`config.mk`:
```
export PLATFORM = sky130hd
export DESIGN_NAME = seq_frame_tx
export DESIGN_NICKNAME = d
export VERILOG_FILES = /design/src/rtl/seq_frame_tx.sv
export SDC_FILE = /design/constraint.sdc
export NUM_CORES = 1
export LEC_CHECK = 0
export CAP_MARGIN = 20
export CORE_ASPECT_RATIO = 1.4
export CORE_UTILIZATION = 45
export CTS_CLUSTER_DIAMETER = 100
export DETAILED_ROUTE_END_ITERATION = 7
export GPL_TIMING_DRIVEN = 0
export HOLD_SLACK_MARGIN = 0.05
export PLACE_DENSITY = 0.68
export SKIP_LAST_GASP = 1
export SLEW_MARGIN = 0
export SYNTH_ARGS = -nofsm -noshare
export SYNTH_HDL_FRONTEND = slang
export SYNTH_SLANG_ARGS = --single-unit
```
`constraint.sdc`:
```
create_clock -name clk -period 5.9 [get_ports clk]
set_input_delay 1.18 -clock clk [delete_from_list [all_inputs] [get_ports clk]]
set_output_delay 1.18 -clock clk [all_outputs]
set_load 0.005 [all_outputs]
```
`src/rtl/seq_frame_tx.sv`:
```
// Serial frame transmitter: sync preamble followed by payload, MSB first, one bit per clock.
// Optional even-parity trailer bit enabled by defining SEQ_FRAME_TX_PARITY_EN.
module seq_frame_tx #(
    parameter int              PRE_W    = 4,
    parameter logic [PRE_W-1:0] PREAMBLE = 4'b1011,
    parameter int              DATA_W   = 8
) (
    input  logic              clk,
    input  logic              rst_n,
    input  logic [DATA_W-1:0] data_i,
    input  logic              valid_i,
    output logic              ready_o,
    output logic              out,
    output logic              out_valid,
    output logic              done_o
);

    localparam int          MAX_W  = (PRE_W > DATA_W) ? PRE_W : DATA_W;
    localparam int          CNT_W  = $clog2(MAX_W + 1);
    localparam int unsigned PRE_WU = PRE_W;

    typedef enum logic [1:0] {
        IDLE,
        PRE,
        DATA
`ifdef SEQ_FRAME_TX_PARITY_EN
        , PAR
`endif
    } state_t;

    state_t             state_q, state_d;
    logic [CNT_W-1:0]   cnt_q, cnt_d;
    logic [DATA_W-1:0]  shift_q, shift_d;
    logic               out_q, out_d;
    logic               out_valid_q, out_valid_d;
    logic               done_q, done_d;
    logic               accept;
    logic               pre_next;
`ifdef SEQ_FRAME_TX_PARITY_EN
    logic               par_q, par_d;
`endif

    // The counter indexes the bit currently on the line; pre_next is the preamble bit below it.
    always_comb begin
        pre_next = 1'b0;
        for (int unsigned i = 1; i < PRE_WU; i++) begin
            if (cnt_q == CNT_W'(i)) pre_next = PREAMBLE[i-1];
        end
    end

    assign ready_o   = (state_q == IDLE) || done_q;
    assign accept    = valid_i && ready_o;
    assign out       = out_q;
    assign out_valid = out_valid_q;
    assign done_o    = done_q;

    always_comb begin
        state_d     = state_q;
        cnt_d       = cnt_q;
        shift_d     = shift_q;
        out_d       = 1'b0;
        out_valid_d = 1'b0;
`ifdef SEQ_FRAME_TX_PARITY_EN
        par_d       = par_q;
`endif
        if (accept) begin
            state_d     = PRE;
            cnt_d       = CNT_W'(PRE_W - 1);
            shift_d     = data_i;
            out_d       = PREAMBLE[PRE_W-1];
            out_valid_d = 1'b1;
`ifdef SEQ_FRAME_TX_PARITY_EN
            par_d       = ^data_i;
`endif
        end else if (done_q) begin
            state_d = IDLE;
            cnt_d   = '0;
        end else begin
            case (state_q)
                IDLE: ;
                PRE: begin
                    out_valid_d = 1'b1;
                    if (cnt_q == '0) begin
                        state_d = DATA;
                        cnt_d   = CNT_W'(DATA_W - 1);
                        out_d   = shift_q[DATA_W-1];
                        shift_d = shift_q << 1;
                    end else begin
                        cnt_d = cnt_q - CNT_W'(1);
                        out_d = pre_next;
                    end
                end
                DATA: begin
                    out_valid_d = 1'b1;
                    if (cnt_q == '0) begin
`ifdef SEQ_FRAME_TX_PARITY_EN
                        state_d = PAR;
                        out_d   = par_q;
`else
                        state_d     = IDLE;
                        out_valid_d = 1'b0;
`endif
                    end else begin
                        cnt_d   = cnt_q - CNT_W'(1);
                        out_d   = shift_q[DATA_W-1];
                        shift_d = shift_q << 1;
                    end
                end
                default: begin
                    state_d = IDLE;
                    cnt_d   = '0;
                end
            endcase
        end
        // done is registered, so flag the cycle we are about to enter as the last bit.
`ifdef SEQ_FRAME_TX_PARITY_EN
        done_d = (state_d == PAR);
`else
        done_d = (state_d == DATA) && (cnt_d == '0);
`endif
    end

    always_ff @(posedge clk) begin
        if (!rst_n) begin
            state_q     <= IDLE;
            cnt_q       <= '0;
            shift_q     <= '0;
            out_q       <= 1'b0;
            out_valid_q <= 1'b0;
            done_q      <= 1'b0;
`ifdef SEQ_FRAME_TX_PARITY_EN
            par_q       <= 1'b0;
`endif
        end else begin
            state_q     <= state_d;
            cnt_q       <= cnt_d;
            shift_q     <= shift_d;
            out_q       <= out_d;
            out_valid_q <= out_valid_d;
            done_q      <= done_d;
`ifdef SEQ_FRAME_TX_PARITY_EN
            par_q       <= par_d;
`endif
        end
    end

endmodule

```
## Word level (Yosys, flattened, before mapping)

Cells that the tools add are included.

- Flip-flop bits (word level): 17
- Output and inout port bits: 4
- Bits of input ports: 11

- Eq/ne operators: 9
- Add/subtract/negate cells: 1
- Reduce and logical (&&, ||, !) cells: 8
- Muxes and demuxes: 27

Operator list:

| operator | number |
|---|---|
| two-way mux 8 bit | 4 |
| two-way mux 4 bit | 4 |
| case mux 8 bit (2 select lines) | 1 |
| case mux 4 bit (3 select lines) | 1 |
| two-way mux 1 bit | 10 |
| equality test 4 x 2 -> 1 bit, second input constant | 2 |
| zero test 4 bit | 2 |
| two-way mux 2 bit | 4 |
| inequality test 3 bit, second input constant | 2 |
| case mux 2 bit (3 select lines) | 1 |
| equality test 2 bit, second input constant | 2 |
| equality test 4 x 1 -> 1 bit, second input constant | 1 |
| case mux 1 bit (2 select lines) | 2 |
| AND reduction 4 bit | 1 |
| subtractor 4 x 1 -> 4 bit, second input constant | 1 |
| nonzero test 3 bit | 1 |
| equality test 2 x 1 -> 1 bit, second input constant | 1 |
| logical AND 1 bit | 2 |
| zero test 2 bit | 1 |
| inequality test 2 x 1 -> 1 bit, second input constant | 1 |
| logical OR 1 bit | 1 |

## Depth between registers and ports, before layout

Gate-level depths: netlist of run 1.

- Depth after elaboration: 8
- Mapped depth: 9
- Gate-level depth less buffers: 9

## Least setup slack after synthesis of run 1

No wires, ideal clock.

- Path kind: register -> output
- From: register state_q[0]
- To: output ready_o
- Data arrival time: 1.002 ns
- Stages on the path, launching flop included: 5
- Required time: 4.720 ns
- Slack: 3.718 ns
- Path buffers: 1
- Cell sequence: dfxtp_1 -> inv_1 -> ha_1 -> buf_6 -> or2_1

- Longest elaborated chain between the ends: 2

RTL lines:

| what | RTL line | RTL |
|---|---|---|
| from (decl) | 31 | `state_t state_q, state_d;` |
| from (signal assigned) | 135 | `state_q <= state_d;` |
| zero test 2 bit | 51 | `assign ready_o = (state_q == IDLE) \|\| done_q;` |
| logical OR 1 bit | 51 |  |
| to (decl) | 12 | `output logic ready_o,` |

Every way passes these cells.

## Worst setup path after layout of run 1

- From: register state_q[1]
- To: output ready_o

The elaborated chain is that of the path after synthesis.

==> results.yml, run 1 <==
routing:
  routed_via_density: 5.78
  wl_per_cell_um: 14.1
  totalWireLength_um: 2350
  drt_drc_violations_left: 0
  detailroute.via_count: 966
  detail-route-antenna-nets: 0
  drtIter0Drc: 23
  drt_first_pass_iters: 4
cts:
  cts_tree: "built"
  cts_buffers: 3
  cts_hold_buf: 0
  cts.clk_slew.worst_paths_ns: 0.10
  htree_num_levels: 1
  cts.root.buffer_cell: "clkbuf_4"
  cts_repair_resize_count: 0
  number_of_buffers_between_clock_root_and_the_deepest_sink: 2
  cts.sink_count: 17
  post-cts-setup-buffer-count: 0
  insertion_delay_ns: 0.29
synthesis:
  syn-num-nets: 147
  syn_inst: 127
  synth.cell_area_um2: 1070
  synth-seq-cells: 17
  synth_cell_types: 41
  avgSynthCellArea_um2: 8.44
  ranking_of_synthesized_cells_by_area: "dfxtp_1 32%, ha_1 11%, nand2_1 7.4%"
  seq_area_frac_synth_pct: 31.7
  yosysWarnings: 0
  synthDominantAreaCellType: "dfxtp_1"
  yosysTopAreaCellShare_pct: 31.7
cells_and_area:
  layout-drive-gt1-share_pct: 13.1
  fin_nets: 166
  antenna_fix_cells: 0
  layout.area.seq_um2: 340
  area_growth_syn_to_layout_pct: 18.1
  combined_area_of_the_multi_input_logic_cells_um2: 657
  layout.filler_cells: 213
worst_hold_path:
  whs_endpoint: "shift_q[0]$_SDFFE_PN0P_"
  hold_path_class: "flop to flop"
  holdPathStages: 2
  hold_path_startpoint: "shift_q[0]$_SDFFE_PN0P_"
worst_setup_path:
  timing.critical_path.from_type: "flop"
  buf_inv_stages_crit_path: 3
  critical_path_arrival_ns: 1.84
  cp_data_required_time_ns: 4.72
  crit_cells: 5
  critical_path.top_delay_family: "buffers and inverters"
  r2r-end: "done_o$_SDFF_PN0_"
  setup.worst_path.class: "flop to output port"
  critical_path.cell_chain: "inv_1 -> ha_1 -> buf_6 -> or2_1 -> clkdlybuf4s50_1"
  slowest_stage: "clkdlybuf4s50_1"
  worstRegToRegCells: 8
  rr_startpoint: "cnt_q[0]$_SDFF_PN0_"
  critical-path-max-stage-delay_ns: 0.45
  r2r_setup_slack_ns: 3.56
  end_kind: "output port"
  path_max_fanout: 9
timing:
  rsz0062_at_grt: "no"
  timing.final.crit_period_ns: 3.02
  worst_slew_margin_rel_pct: 68.6
  worst_slew_pin_slew_ns: 0.471
  fmax_mhz: 331
  totalNegativeSetupSlack_ns: 0
  final.setup_skew_ns: 0.000414
  hold_violations: 0
  finalWorstSetupSlack_ns: 2.88
  final_setup_violating_endpoints: 0
  slew_viol_final: 0
  min_period_over_period_pct: 51.2
floorplanning:
  placement_rows: 20
  design.die.area_um2: 2580
  die_height_um: 59.8
  pin_count: 15
  horizontal_die_dimension_um: 43.3
  initial_core_util_pct: 48.7
  core_area_um2: 2200
placement:
  finalWeightedCongestion: 0.802
  portBuffers: 14
  preCtsSetupSlack_ns: 3.10
  dp_hpwl_um: 1840
global_route:
  grt_pass1_wl_um: 4050
  grt_start_max_net_pins: 11
  antenna_found_initial: 0
  grt.total_usage_pct: 20.4
  globalRoute.totalOverflow: 0
  via_count_of_the_first_global_routing_pass: 951
run:
  max-cap-violations: 0
pwr:
  pwr_density_cell_nw_per_um2: 278
  max-vdd-ir-drop_v: 0.000131
  power.static_leakage_uw: 0.000507
outcome:
  status: "completed"
-- report_power, final --
part | total, µW | switching, µW | internal [µW] | leakage, µW
Sequential | 144 | 13.0 | 131 | 0.000140
Clock | 63.1 | 36.8 | 26.3 | 0.0000150
Combinational | 145 | 74.5 | 70.1 | 0.000352
-- metal layers --
layer	up-vias	GRT usage (%)	wire (µm)
li1	492	-	-
met1	458	20.6	1000
met2	11	41.2	1280
met3	5	1.81	33
met4	0	8.66	38
met5	-	0	0
-- state kept, by name, indices dropped and copies added (netlist names) --
| signal | cells |
|---|---|
| cnt_q | 4 |
| done_o | 1 |
| out | 1 |
| out_valid | 1 |
| shift_q | 8 |
| state_q | 2 |
-- cell type report --
| class | count | share of cell area (%) |
|---|---|---|
| Multi-Input combinational cell | 94 | 51.9 |
| Sequential cell | 17 | 26.9 |
| Timing Repair Buffer | 14 | 11.1 |
| Buffer | 7 | 3.26 |
| Inverter | 9 | 2.67 |
| Tap cell | 22 | 2.17 |
| Clock buffer | 4 | 2.08 |
-- through the flow --
| stage | utilization, % | area (µm²) | cells | hold WS (ns) | power (µW) |
|---|---|---|---|---|---|
| 2_1_floorplan | - | 1070 | 127 | 0.444 | 253 |
| 3_3_place_gp | 56.3 | 1240 | 163 | 0.457 | 288 |
| 3_5_place_dp | 56.3 | 1240 | 163 | 0.474 | 291 |
| 4_1_cts | 57.5 | 1270 | 167 | 0.490 | 356 |
| 5_1_grt | 57.5 | 1270 | 167 | 0.508 | 378 |
| 6_report | 57.5 | 1270 | 167 | 0.482 | 352 |
-- how the worst max path moves through the flow --
stage                                      from           endpoint  slack, ns
after floorplan           state_q[0]$_SDFF_PN0_            ready_o       3.72
after CTS                 state_q[0]$_SDFF_PN0_            ready_o       2.88
after global routing      state_q[1]$_SDFF_PN0_            ready_o       2.81
after detailed placement                valid_i  done_o$_SDFF_PN0_       3.10
after global placement                  valid_i  done_o$_SDFF_PN0_       3.14
final                     state_q[1]$_SDFF_PN0_            ready_o       2.88
-- placed cells by master, fill, tap and decap left out, types with 2 or more instances in the layout --
cell	instances
inv_1	8
a311oi_1	7
a21o_1	2
ha_1	9
nor2_1	4
nand2b_1	2
clkbuf_1	3
clkdlybuf4s50_1	14
nand2_1	21
and2_1	2
a21oi_1	9
nor3_1	9
o211ai_1	2
dfxtp_1	17
or3_1	2
clkbuf_4	3
nor3b_1	2
mux2_2	2
buf_2	3
-- cell usage after synthesis (all sizes together) --
| cell type | number |
|---|---|
| a2111oi | 1 |
| a211oi | 1 |
| a21o | 3 |
| a21oi | 9 |
| a222oi | 1 |
| a311oi | 7 |
| a31o | 1 |
| and2 | 2 |
| and2b | 1 |
| buf | 5 |
| clkbuf | 2 |
| dfxtp | 17 |
| ha | 9 |
| inv | 9 |
| mux2 | 2 |
| mux2i | 1 |
| nand2 | 21 |
| nand2b | 2 |
| nand3 | 1 |
| nor2 | 4 |
| nor2b | 1 |
| nor3 | 9 |
| nor3b | 3 |
| o2111ai | 1 |
| o211ai | 2 |
| o21ai | 1 |
| o21bai | 1 |
| o221ai | 1 |
| o22ai | 1 |
| o311ai | 1 |
| or2 | 2 |
| or3 | 2 |
| or4 | 1 |
| or4b | 2 |
-- worst reg2reg max path: stages, from the launching register on --
cell	delay [ns]
dfxtp_1	0.38
inv_1	0.10
ha_1	0.26
nor3b_4	0.32
inv_2	0.10
ha_1	0.27
a222oi_1	0.30
o311ai_1	0.14
a2111oi_2	0.37
-- kinds of logic after synthesis --
kind of cell | Yosys count | synth area share, %
flip-flops | 17 | 31.7
buffers and inverters | 16 | 7.00
AND/OR/NAND/NOR | 51 | 25.6
multiplexers | 3 | 3.03
AO/OA/AOI/OAI | 31 | 22.2
adder cells (fa/ha/maj) | 9 | 10.5
Power figures use the tool's default switching activity.
==> inputs of run 2 (changes only) <==
Clock period 5.9 ns to 3.1 ns, I/O delays scaled along.
==> results of run 2 <==
Same layout as run 1 (identical final DEF). Status: completed.
Among the figures that moved: setup slack after placement 3.10 ns -> 0.752 ns; setup slack after layout 2.88 ns -> 0.637 ns; register-to-register setup slack 3.56 ns -> 0.76 ns; total power 352 µW -> 670 µW; worst IR drop on VDD 0.000131 V -> 0.000250 V
==> inputs of run 3 (changes only) <==
Clock period 3.1 ns to 2.5 ns, I/O delays scaled along.
==> results.yml, run 3 (synthesis results as in run 1) <==
cts:
  number_of_buffers_between_clock_root_and_the_deepest_sink: 2
  cts.sink_count: 17
  cts_repair_resize_count: 0
  insertion_delay_ns: 0.29
  cts_tree: "built"
  cts_buffers: 3
  htree_num_levels: 1
  cts.root.buffer_cell: "clkbuf_4"
  cts.clk_slew.worst_paths_ns: 0.10
floorplanning:
  initial_core_util_pct: 48.7
  core_area_um2: 2200
  horizontal_die_dimension_um: 43.3
  placement_rows: 20
  pin_count: 15
  design.die.area_um2: 2580
  die_height_um: 59.8
worst_setup_path:
  timing.critical_path.from_type: "flop"
  path_max_fanout: 9
  rr_startpoint: "cnt_q[0]$_SDFF_PN0_"
  cp_data_required_time_ns: 2.00
  critPathLaunch: "state_q[1]$_SDFF_PN0_"
  setup.worst_path.class: "flop to output port"
  end_kind: "output port"
  critical_path_arrival_ns: 1.84
timing:
  slew_viol_final: 0
  worst_slew_pin_slew_ns: 0.472
  rsz0062_at_grt: "no"
  min_period_over_period_pct: 93.7
  timing.final.crit_period_ns: 2.34
  final_setup_violating_endpoints: 0
  hold_violations: 0
  fmax_mhz: 427
  finalWorstSetupSlack_ns: 0.157
  worst_slew_margin_rel_pct: 68.5
  totalNegativeSetupSlack_ns: 0
  final.setup_skew_ns: 0.00164
worst_hold_path:
  hold_path_startpoint: "shift_q[0]$_SDFFE_PN0P_"
  hold_path_class: "flop to flop"
cells_and_area:
  final_cell_count_no_fill: 168
  fin_nets: 167
  regMostFlops: "shift_q"
  area_growth_syn_to_layout_pct: 18.8
  final_common_cell: "nand2_1"
  layout.filler_cells: 212
  layout-drive-gt1-share_pct: 13.7
  layout.cells.most_common_list: "21 x nand2_1, 17 x dfxtp_1, 14 x clkdlybuf4s50_1"
  layout_top_registers: "shift_q: 8 flops, cnt_q: 4 flops, state_q: 2 flops"
  antenna_fix_cells: 0
  largest_register_ffs: 8
  finish.utilization_pct: 57.8
global_route:
  grt_start_max_net_pins: 11
  globalRoute.totalOverflow: 0
  via_count_of_the_first_global_routing_pass: 951
  grt_pass1_wl_um: 4050
  antenna_found_initial: 0
  grt.total_usage_pct: 20.4
pwr:
  pwr_density_cell_nw_per_um2: 659
  max-vdd-ir-drop_v: 0.000308
  power.static_leakage_uw: 0.000512
routing:
  totalWireLength_um: 2380
  dr_wl_met3_um: 35
  detail-route-antenna-nets: 0
  detailroute.via_count: 966
  route.layer.met1.wl_um: 1010
  drt_drc_violations_left: 0
  routed_via_density: 5.75
  highest-signal-layer: "met4"
  drt_first_pass_iters: 4
  drtIter0Drc: 21
  wl_met2_um: 1300
  wl_per_cell_um: 14.1
placement:
  place.detailed.instances: 163
  portBuffers: 14
  finalWeightedCongestion: 0.802
  dp_hpwl_um: 1840
  preCtsSetupSlack_ns: 0.152
outcome:
  status: "completed"
run:
  max-cap-violations: 0
[run 3: metal layers]
layer / track usage [%] / vias up
met5: 0 / -
met4: 8.66 / 0
met3: 1.81 / 5
met2: 41.2 / 13
met1: 20.6 / 455
li1: - / 493
[run 3: power breakdown]
part	switching, µW	internal [µW]
Combinational	178	171
Clock	86.6	62.1
Sequential	31.0	310
[run 3: cell type report]
class                   instances  area (µm²)  area share, %
well taps                      22        27.5           2.16
repair buffers                 15         148           11.6
plain buffers                   7        41.3           3.24
clock buffers                   4        26.3           2.06
multi-input cells              94         657           51.6
inverters                       9        33.8           2.65
flip-flops and latches         17         340           26.7
[run 3: worst max-delay path: stages, from the launching register on]
cell	delay (ns)
dfxtp_1	0.43
inv_1	0.09
ha_1	0.19
buf_6	0.14
or2_1	0.26
clkdlybuf4s50_1	0.45
[run 3: stage by stage]
| step | area [µm²] | hold WS, ns | power (µW) |
|---|---|---|---|
| floorplan | 1070 | 0.444 | 597 |
| global placement | 1240 | 0.457 | 679 |
| detailed placement | 1240 | 0.474 | 688 |
| CTS | 1270 | 0.490 | 840 |
| global route | 1270 | 0.508 | 900 |
| finish | 1270 | 0.482 | 839 |
[run 3: path summary, 6_finish.rpt]
| check | to | slack (ns) | cells past startpoint |
|---|---|---|---|
| worst max-delay path | ready_o | 0.16 | 5 |
| worst min-delay path | shift_q[0]$_SDFFE_PN0P_ | 0.48 | 2 |
| worst max register to register | done_o$_SDFF_PN0_ | 0.25 | 8 |
| worst min register to register | shift_q[0]$_SDFFE_PN0P_ | 0.48 | 2 |
[run 3: timing repair]
action	in CTS	in global routing
endpoints found under the setup margin	0	1
buffers inserted	0	1
hold buffers	0	0
